--- src/rtl/triad_decode_array_pkg.sv ---
// Shared definitions for the triad decoder array: FSM states, triad framing and nibble decode.
package triad_decode_array_pkg;

   localparam int TRIAD_LEN   = 3;
   localparam int DISCARD_LEN = TRIAD_LEN - 1;

   typedef enum logic [2:0] {
      ST_IDLE,
      ST_BIT1,
      ST_BIT2,
      ST_HOLD,
      ST_DISCARD
   } state_t;

   function automatic logic [3:0] nib_onehot(input logic [1:0] sel);
      nib_onehot = 4'b0001 << sel;
   endfunction

endpackage

--- src/rtl/triad_decode_array_if.sv ---
// Triad decoder bus: serial triad inputs, persistence/counter controls, hit map and readback outputs.
interface triad_decode_array_if #(
   parameter int NCH       = 8,
   parameter int PERSIST_W = 4,
   parameter int CNT_W     = 16,
   parameter int SEL_W     = 5
);
   logic [NCH-1:0]       triad;
   logic [PERSIST_W-1:0] persist;
   logic                 persist1;
   logic                 cnt_rst;
   logic [SEL_W-1:0]     cnt_sel;
   logic [4*NCH-1:0]     h_strip;
   logic [NCH-1:0]       triad_skip;
   logic                 skip_any;
   logic [NCH-1:0]       busy;
   logic [CNT_W-1:0]     hit_cnt;
   logic [CNT_W-1:0]     skip_cnt;

   modport master (
      output triad, persist, persist1, cnt_rst, cnt_sel,
      input  h_strip, triad_skip, skip_any, busy, hit_cnt, skip_cnt
   );

   modport slave (
      input  triad, persist, persist1, cnt_rst, cnt_sel,
      output h_strip, triad_skip, skip_any, busy, hit_cnt, skip_cnt
   );
endinterface

--- src/rtl/triad_decode_array_chan.sv ---
// One distrip channel: triad FSM with persistence hold, skip/discard handling and saturating counters.
module triad_chan
   import triad_decode_array_pkg::*;
#(
   parameter int PERSIST_W = 4,
   parameter int CNT_W     = 16
) (
   input  logic                 clk,
   input  logic                 reset,
   input  logic                 i_triad,
   input  logic [PERSIST_W-1:0] i_persist,
   input  logic                 i_persist1,
   input  logic                 i_cnt_rst,
   output logic [3:0]           o_hit,
   output logic                 o_skip,
   output logic                 o_busy,
   output logic [CNT_W-1:0]     o_hit_cnt,
   output logic [CNT_W-1:0]     o_skip_cnt
);
   state_t               r_state;
   logic                 r_s;
   logic [PERSIST_W-1:0] r_hold;
   logic [1:0]           r_disc;
   logic [3:0]           r_hit;
   logic                 r_skip;
   logic [CNT_W-1:0]     r_hit_cnt;
   logic [CNT_W-1:0]     r_skip_cnt;
   logic                 w_hit_inc;
   logic                 w_skip_inc;

   // Pending discard bits are consumed first, so a bit already marked for discard never raises a second skip.
   always_comb begin
      w_hit_inc  = (r_state == ST_BIT2);
      w_skip_inc = (r_state == ST_HOLD) && (r_disc == 2'd0) && (r_hold != '0) && i_triad;
   end

   always_ff @(posedge clk) begin
      if (reset) begin
         r_state <= ST_IDLE;
         r_s     <= 1'b0;
         r_hold  <= '0;
         r_disc  <= '0;
         r_hit   <= '0;
         r_skip  <= 1'b0;
      end else begin
         r_skip <= w_skip_inc;
         case (r_state)
            ST_IDLE: begin
               if (i_triad) r_state <= ST_BIT1;
            end
            ST_BIT1: begin
               r_s     <= i_triad;
               r_state <= ST_BIT2;
            end
            ST_BIT2: begin
               r_hold  <= i_persist1 ? '0 : i_persist;
               r_hit   <= nib_onehot({r_s, i_triad});
               r_state <= ST_HOLD;
            end
            ST_HOLD: begin
               if (r_disc != 2'd0)  r_disc <= r_disc - 2'd1;
               else if (w_skip_inc) r_disc <= 2'(DISCARD_LEN);
               if (r_hold != '0) begin
                  r_hold <= r_hold - PERSIST_W'(1);
               end else begin
                  // Last hold cycle: a start bit here is legal unless it is still owed to a discard.
                  r_hit <= '0;
                  if (r_disc > 2'd1)                    r_state <= ST_DISCARD;
                  else if (r_disc == 2'd0 && i_triad)   r_state <= ST_BIT1;
                  else                                  r_state <= ST_IDLE;
               end
            end
            ST_DISCARD: begin
               r_disc <= r_disc - 2'd1;
               if (r_disc <= 2'd1) r_state <= ST_IDLE;
            end
            default: r_state <= ST_IDLE;
         endcase
      end
   end

   always_ff @(posedge clk) begin
      if (reset || i_cnt_rst) begin
         r_hit_cnt  <= '0;
         r_skip_cnt <= '0;
      end else begin
         if (w_hit_inc && (r_hit_cnt != '1))   r_hit_cnt  <= r_hit_cnt + CNT_W'(1);
         if (w_skip_inc && (r_skip_cnt != '1)) r_skip_cnt <= r_skip_cnt + CNT_W'(1);
      end
   end

   assign o_hit      = r_hit;
   assign o_skip     = r_skip;
   assign o_busy     = (r_state != ST_IDLE);
   assign o_hit_cnt  = r_hit_cnt;
   assign o_skip_cnt = r_skip_cnt;

endmodule

--- src/rtl/triad_decode_array.sv ---
// NCH independent triad decoders producing a 4*NCH half-strip hit map, with skip summary and counter readback.
module triad_decode_array
   import triad_decode_array_pkg::*;
#(
   parameter int NCH       = 8,
   parameter int PERSIST_W = 4,
   parameter int CNT_W     = 16,
   parameter int SEL_W     = 5
) (
   input logic                  clk,
   input logic                  reset,
   triad_decode_array_if.slave  bus
);
   logic [4*NCH-1:0] w_h_strip;
   logic [NCH-1:0]   w_skip;
   logic [NCH-1:0]   w_busy;
   logic [CNT_W-1:0] w_hit_cnt  [NCH];
   logic [CNT_W-1:0] w_skip_cnt [NCH];
   logic [CNT_W-1:0] w_sel_hit;
   logic [CNT_W-1:0] w_sel_skip;
   logic             r_skip_any;
   logic [CNT_W-1:0] r_hit_cnt;
   logic [CNT_W-1:0] r_skip_cnt;

   for (genvar i = 0; i < NCH; i++) begin : g_chan
      triad_chan #(
         .PERSIST_W (PERSIST_W),
         .CNT_W     (CNT_W)
      ) u_chan (
         .clk        (clk),
         .reset      (reset),
         .i_triad    (bus.triad[i]),
         .i_persist  (bus.persist),
         .i_persist1 (bus.persist1),
         .i_cnt_rst  (bus.cnt_rst),
         .o_hit      (w_h_strip[4*i +: 4]),
         .o_skip     (w_skip[i]),
         .o_busy     (w_busy[i]),
         .o_hit_cnt  (w_hit_cnt[i]),
         .o_skip_cnt (w_skip_cnt[i])
      );
   end

   // Compare-based select so an out-of-range cnt_sel naturally yields zero.
   always_comb begin
      w_sel_hit  = '0;
      w_sel_skip = '0;
      for (int unsigned k = 0; k < NCH; k++) begin
         if (bus.cnt_sel == SEL_W'(k)) begin
            w_sel_hit  = w_hit_cnt[k];
            w_sel_skip = w_skip_cnt[k];
         end
      end
   end

   always_ff @(posedge clk) begin
      if (reset) begin
         r_skip_any <= 1'b0;
         r_hit_cnt  <= '0;
         r_skip_cnt <= '0;
      end else begin
         r_skip_any <= |w_skip;
         r_hit_cnt  <= w_sel_hit;
         r_skip_cnt <= w_sel_skip;
      end
   end

   assign bus.h_strip    = w_h_strip;
   assign bus.triad_skip = w_skip;
   assign bus.skip_any   = r_skip_any;
   assign bus.busy       = w_busy;
   assign bus.hit_cnt    = r_hit_cnt;
   assign bus.skip_cnt   = r_skip_cnt;

endmodule

--- src/flat_wrapper.sv ---
// flat-port wrapper written by rule: the top's interface ports become plain ports
module triad_decode_array_flat import triad_decode_array_pkg::*;
#(
   parameter int NCH       = 8,
   parameter int PERSIST_W = 4,
   parameter int CNT_W     = 16,
   parameter int SEL_W     = 5
)
  (clk, reset, bus_triad, bus_persist, bus_persist1, bus_cnt_rst, bus_cnt_sel, bus_h_strip, bus_triad_skip, bus_skip_any, bus_busy, bus_hit_cnt, bus_skip_cnt);
  triad_decode_array_if #(.NCH(NCH), .PERSIST_W(PERSIST_W), .CNT_W(CNT_W), .SEL_W(SEL_W)) bus_i ();
  input logic clk;
  input logic reset;
  input wire logic [$bits(bus_i.triad)-1:0] bus_triad;
  input wire logic [$bits(bus_i.persist)-1:0] bus_persist;
  input wire logic [$bits(bus_i.persist1)-1:0] bus_persist1;
  input wire logic [$bits(bus_i.cnt_rst)-1:0] bus_cnt_rst;
  input wire logic [$bits(bus_i.cnt_sel)-1:0] bus_cnt_sel;
  output wire logic [$bits(bus_i.h_strip)-1:0] bus_h_strip;
  output wire logic [$bits(bus_i.triad_skip)-1:0] bus_triad_skip;
  output wire logic [$bits(bus_i.skip_any)-1:0] bus_skip_any;
  output wire logic [$bits(bus_i.busy)-1:0] bus_busy;
  output wire logic [$bits(bus_i.hit_cnt)-1:0] bus_hit_cnt;
  output wire logic [$bits(bus_i.skip_cnt)-1:0] bus_skip_cnt;
  assign bus_i.triad = bus_triad;
  assign bus_i.persist = bus_persist;
  assign bus_i.persist1 = bus_persist1;
  assign bus_i.cnt_rst = bus_cnt_rst;
  assign bus_i.cnt_sel = bus_cnt_sel;
  assign bus_h_strip = bus_i.h_strip;
  assign bus_triad_skip = bus_i.triad_skip;
  assign bus_skip_any = bus_i.skip_any;
  assign bus_busy = bus_i.busy;
  assign bus_hit_cnt = bus_i.hit_cnt;
  assign bus_skip_cnt = bus_i.skip_cnt;
  triad_decode_array #(.NCH(NCH), .PERSIST_W(PERSIST_W), .CNT_W(CNT_W), .SEL_W(SEL_W)) u_core (.clk(clk), .reset(reset), .bus(bus_i));
endmodule
--- config.mk ---
export PLATFORM = sky130hd
export DESIGN_NAME = triad_decode_array_flat
export DESIGN_NICKNAME = d
export VERILOG_FILES = /design/src/rtl/triad_decode_array_pkg.sv /design/src/rtl/triad_decode_array_if.sv /design/src/rtl/triad_decode_array_chan.sv /design/src/rtl/triad_decode_array.sv /design/src/flat_wrapper.sv
export SDC_FILE = /design/constraint.sdc
export NUM_CORES = 1
export LEC_CHECK = 0
export CORE_MARGIN = 2
export CORE_UTILIZATION = 25
export CTS_CLUSTER_DIAMETER = 200
export DETAILED_ROUTE_END_ITERATION = 16
export GPL_ROUTABILITY_DRIVEN = 0
export PLACE_DENSITY = 0.41
export SYNTH_ARGS = -nofsm -noshare
export SYNTH_HDL_FRONTEND = slang
export SYNTH_SLANG_ARGS = --single-unit
export TNS_END_PERCENT = 30
--- constraint.sdc ---
create_clock -name clk -period 4.1 [get_ports clk]
set_clock_uncertainty 0.2 [all_clocks]
set_input_delay 0.82 -clock clk [delete_from_list [all_inputs] [get_ports clk]]
set_output_delay 0.82 -clock clk [all_outputs]
set_load 0.05 [all_outputs]
== After elaboration in Yosys (flattened, before gate mapping) ==
Cells that the tools add are included.
Storage, ports and cells
  logic and storage cells: 478
  register bits after elaboration: 409
Cells by class
  equality and inequality tests: 95
  reductions and logical operators: 139
  muxes and demuxes: 121
  $add $sub $neg: 32
  shift operators: 8
  $lt $le $gt $ge: 16
Operators with widths (count)
  $add 16x1->16 const B: 16
  $mux 16: 16
  $ne 16x16->1 const B: 16
  $pmux 4 s2: 16
  $pmux 3 s5: 8
  $mux 3: 32
  $mux 4: 17
  $eq 3x2->1 const B: 16
  $logic_and 1x1->1: 48
  $ne 2x2->1 const B: 24
  $reduce_and 2->1: 24
  $reduce_bool 2->1: 24
  $mux 2: 16
  $pmux 2 s2: 8
  $reduce_bool 4->1: 8
  $shl 1x2->4 const A: 8
  $sub 4x1->4 const B: 8
  $eq 3x1->1 const B: 8
  $eq 3x3->1 const B: 8
  $logic_not 3->1: 8
  $ne 3x2->1 const B: 8
  $reduce_and 3->1: 8
  $reduce_bool 3->1: 8
  $eq 5x3->1 const B: 4
  11 further kinds: 54

== Depth between registers and ports, before layout ==
  word-level depth: 9
  gate-level depth with buffers: 8
  mapped depth without buffers: 7

== Cells and area by module ==
A second synthesis with hierarchy kept.
Unflattened totals
  cells, all modules: 2717
  area total of the unflattened synthesis: 23060.9 sq um
By module, submodules not included
  triad_chan at u_core.g_chan[0].u_chan ...: instances 7, cells each 303, area an instance 2511.2 sq um, seq. area each 940.9 sq um
  triad_decode_array: instances 1, cells each 311, area an instance 3114.2 sq um, seq. area each 660.6 sq um
  triad_chan at u_core.g_chan[7].u_chan: instances 1, cells each 285, area an instance 2368.5 sq um, seq. area each 940.9 sq um

== Worst setup path after synthesis ==
OpenSTA, ideal clock, no wires.
  kind: in2reg
  from: input port bus_triad[2]
  to: register u_core.g_chan[2].u_chan.r_skip_cnt[11]
  library setup time: 70 ps
  required time: 3830 ps
  stages: 7
  setup slack: 1420 ps
  path buffers: 2
  data arrival time: 2410 ps
  cell sequence: buf_2 > nand4_1 > or4b_1 > buf_2 > or2_4 > or4_1 > a21oi_1
On the way
  word-level cells in the longest chain between the ends: 2
Ends and longest elaborated chain
  start: declaration: line flat_wrapper.sv:13  | input wire logic [$bits(bus_i.triad)-1:0] bus_triad;
  $logic_and 1x1->1: line triad_decode_array_chan.sv:34  | w_skip_inc = (r_state == ST_HOLD) && (r_disc == 2'd0) && (r_hold != '0) && i_triad;
  $logic_and 1x1->1: line triad_decode_array_chan.sv:88  | if (w_skip_inc && (r_skip_cnt != '1)) r_skip_cnt <= r_skip_cnt + CNT_W'(1);
  end signal: assignment: line triad_decode_array_chan.sv:88
  end: declaration: line triad_decode_array_chan.sv:27  | logic [CNT_W-1:0] r_skip_cnt;
Every way passes these cells.
A chain may end at the register's enable or synchronous reset.

== Final worst setup path ==
  from: register u_core.g_chan[7].u_chan.r_state[0]
  to: output port bus_busy[7]
On the way
  word-level cells in the longest chain between the ends: 1
Ends and longest elaborated chain
  start: declaration: line triad_decode_array_chan.sv:20  | state_t r_state;
  start signal: assignment: line triad_decode_array_chan.sv:39  | r_state <= ST_IDLE;
  start signal: assignment: line triad_decode_array_chan.sv:49  | if (i_triad) r_state <= ST_BIT1;
  start signal: assignment: line triad_decode_array_chan.sv:53  | r_state <= ST_BIT2;
  $reduce_bool 3->1: line triad_decode_array_chan.sv:94  | assign o_busy = (r_state != ST_IDLE);
  end: declaration: line flat_wrapper.sv:21  | output wire logic [$bits(bus_i.busy)-1:0] bus_busy;
Every way passes these cells.

==> metrics.yaml <==
run_status:
  outcome: "completed"
route:
  viasPerCell: 5.182
  firstDrtPassIters: 5
  route.vias.total: 20450
  remaining_drc_errors: 0
  first_iter_violations: 1520
  wire_per_inst_um: 19.65
  routed_wl_mm: 77.54
  ant_nets: 0
synth:
  ys_warn_count: 0
  avgSynthCellArea_um2: 8.010
  ys_types: 76
  ys_ff_latch: 409
  seq_area_frac_synth: 0.3768
  synth-async-reset-ratio: 0
  synth-edff-count: 0
  syn_area_um2: 21730
  ys.flop_type: "dfxtp_1"
  synth_nets: 2782
  syn_inst: 2713
cts:
  htree_levels: 2
  cts_buffers: 53
  clkLatencyLatePin_ns: 0.62
  root_buffer: "clkbuf_16"
  postCtsSetupBuffers: 0
  clkSlewWorstSetupHoldPaths_ns: 0.06
  cts_resized: 0
  cts_tree: "done"
  cts.path.max_buffers: 3
  clock-sinks: 409
  cts_hold_buf: 0
worst_hold_path:
  worstHoldPathType: "reg2reg"
floorplanning:
  core_area_um2: 86480
  die_w_um: 298.8
  die_area_um2: 89300
  io_pins: 102
  rows: 108
  initial_utilization: 0.2513
  chipHeight_um: 298.8
power:
  switchingPower_mw: 2.624
  pwr_density_cell_nw_per_um2: 385.6
  p_leak_nw: 8.086
  vdd_drop_max_mv: 0.3039
  seqPwrFrac: 0.418
  p_clk_frac: 0.486
  internal_power_mw: 7.304
  p_comb_frac: 0.096
  sw_frac_of_total: 0.2643
setup_path:
  reg2reg_depth: 5
  arrival_ns: 2.24
  crit_end: "bus_busy[7]"
  cp-start-kind: "register"
  path_class: "reg2out"
  ff2ff_setup_slack_ns: 1.23
  r2r-start: "u_core.g_chan[0].u_chan.r_state[0]"
  startpoint: "u_core.g_chan[7].u_chan.r_state[0]"
  crit_required_ns: 3.08
  cp_max_fo: 15
  endpoint_kind: "output port"
  r2r-end: "u_core.g_chan[0].u_chan.o_skip_cnt[8]"
timing:
  worst_slew_pin_slew_ns: 1.268
  hold_ws_ns: 0.2665
  max_freq_mhz: 306.6
  final-hold-violation-count: 0
  post-route-min-period_ns: 3.262
  setup_viol: 0
  relSlewSlack: 0.1467
  fin_crit_sh: 0.7955
  slew_viol_final: 0
  rsz0062_at_grt: "no"
  finalSetupTns_ns: 0
final_layout:
  layout_commonest_cell: "dfxtp_1"
  nNetsFinal: 2817
  syn2layout_area_growth_pct: 18.48
  final_cell_mix: "dfxtp_1, nor2_1, nand2_1"
  drive_above_1_share: 0.07345
  antenna_cells: 0
  final_cells: 3946
global_routing:
  overflow: 0
  grt_use_total: 0.1687
  grt_pass1_wl_mm: 118.8
  grt_pass1_vias: 19410
  antenna_found_initial: 0
  grt_max_degree: 79
job:
  drv_cap: 0
placed_design:
  dp.cells: 3848
  dp_hpwl_mm: 58.02
  io_buffers: 101
==> flip-flops by register name (all words and copies together), names as in the netlist <==
signal,flops
u_core.g_chan.u_chan.o_skip,8
u_core.bus.hit_cnt,16
u_core.g_chan.u_chan.r_disc,16
u_core.g_chan.u_chan.r_hold,32
u_core.bus.skip_any,1
u_core.g_chan.u_chan.r_state,24
u_core.g_chan.u_chan.o_skip_cnt,128
u_core.g_chan.u_chan.o_hit_cnt,128
u_core.g_chan.u_chan.o_hit,32
u_core.g_chan.u_chan.r_s,8
u_core.bus.skip_cnt,16
==> power groups by stage <==
stage	Clock, mW	Combinational, mW	Sequential [mW]
after floorplan	0	0.621	4.24
final	4.82	0.956	4.15
after global routing	5.18	1.05	4.16
after CTS	4.98	0.962	4.15
after detailed placement	0	0.957	4.23
after global placement	0	0.945	4.23
==> through the flow <==
| stage | setup WS [ns] | util | power (mW) | cell area [um^2] |
|---|---|---|---|---|
| 3_3_place_gp | 0.6251 | 0.2768 | 5.176 | 23940 |
| 6_report | 0.8383 | 0.2977 | 9.928 | 25750 |
| 4_1_cts | 0.7672 | 0.2977 | 10.09 | 25750 |
| 3_5_place_dp | 0.4980 | 0.2768 | 5.191 | 23940 |
| 5_1_grt | 0.7221 | 0.2977 | 10.38 | 25750 |
| 2_1_floorplan | 1.420 | - | 4.860 | 21730 |
==> final cells by class <==
class                   count  area, um^2
fillers                  9235       60740
multi-input cells        2059       12560
flip-flops and latches    409        8188
clock buffers              76        1554
repair buffers            161        1508
well taps                1155        1445
clock inverters            22       255.2
inverters                  64       240.2
==> cells by family after synthesis <==
group                      share of synthesized area
AOI/OAI and AO/OA                             0.1832
xor gates and xnor gates                     0.07335
adders and majority gates                    0.02764
buffers and inverters                        0.04623
DFF                                           0.3768
muxes                                        0.01071
and+or+nand+nor                               0.2821
==> critical path: stages (launching register included) <==
cell,delay [ns]
dfxtp_1,0.63
or3_1,0.21
clkdlybuf4s50_1,0.80
==> cells in the mapped netlist (14+ instances only) <==
| cell | number | share of area |
|---|---|---|
| a221oi_1 | 52 | 0.021 |
| or3_1 | 37 | 0.011 |
| nor3b_1 | 38 | 0.013 |
| ha_1 | 48 | 0.028 |
| nor4b_1 | 24 | 0.0097 |
| and3_1 | 31 | 0.0089 |
| nand4_1 | 81 | 0.023 |
| dfxtp_1 | 409 | 0.38 |
| a21oi_1 | 172 | 0.040 |
| xnor2_1 | 145 | 0.058 |
| a21o_1 | 24 | 0.0083 |
| nand2_1 | 180 | 0.031 |
| a21bo_2 | 17 | 0.0078 |
| inv_1 | 64 | 0.011 |
| mux2i_1 | 21 | 0.0097 |
| clkbuf_1 | 140 | 0.024 |
| xor2_1 | 37 | 0.015 |
| nand2b_1 | 19 | 0.0055 |
| nor4_1 | 74 | 0.021 |
| and2_1 | 15 | 0.0043 |
| nor2_1 | 392 | 0.068 |
| and4_1 | 19 | 0.0077 |
| a211oi_1 | 48 | 0.017 |
| buf_2 | 14 | 0.0032 |
| nand3_1 | 100 | 0.023 |
| nor3_1 | 91 | 0.021 |
| buf_4 | 16 | 0.0055 |
| o21ai_0 | 156 | 0.036 |
| o22ai_1 | 15 | 0.0043 |
==> routing by layer <==
| layer | GRT usage | wire length, um | up-vias |
|---|---|---|---|
| met3 | 0.02246 | 3386 | 136 |
| met1 | 0.2350 | 37010 | 9897 |
| met2 | 0.2672 | 34560 | 482 |
| li1 | - | - | 9935 |
| met4 | 0.05821 | 2576 | 0 |
| met5 | 0 | 0 | - |
==> worst min-delay path by stage <==
| stage | slack, ns | end | cells past startpoint | start |
|---|---|---|---|---|
| CTS | 0.27 | u_core.g_chan[5].u_chan.o_hit[3] | 2 | u_core.g_chan[5].u_chan.o_hit[3] |
| detailed placement | 0.25 | u_core.g_chan[5].u_chan.o_hit[3] | 2 | u_core.g_chan[5].u_chan.o_hit[3] |
| floorplan | 0.25 | u_core.g_chan[0].u_chan.r_hold[3] | 2 | u_core.g_chan[0].u_chan.r_hold[3] |
| global route | 0.30 | u_core.g_chan[4].u_chan.o_hit[3] | 2 | u_core.g_chan[4].u_chan.o_hit[3] |
| finish | 0.27 | u_core.g_chan[5].u_chan.o_hit[3] | 2 | u_core.g_chan[5].u_chan.o_hit[3] |
| global placement | 0.25 | u_core.g_chan[5].u_chan.o_hit[3] | 2 | u_core.g_chan[5].u_chan.o_hit[3] |
Power figures use the tool's default switching activity.
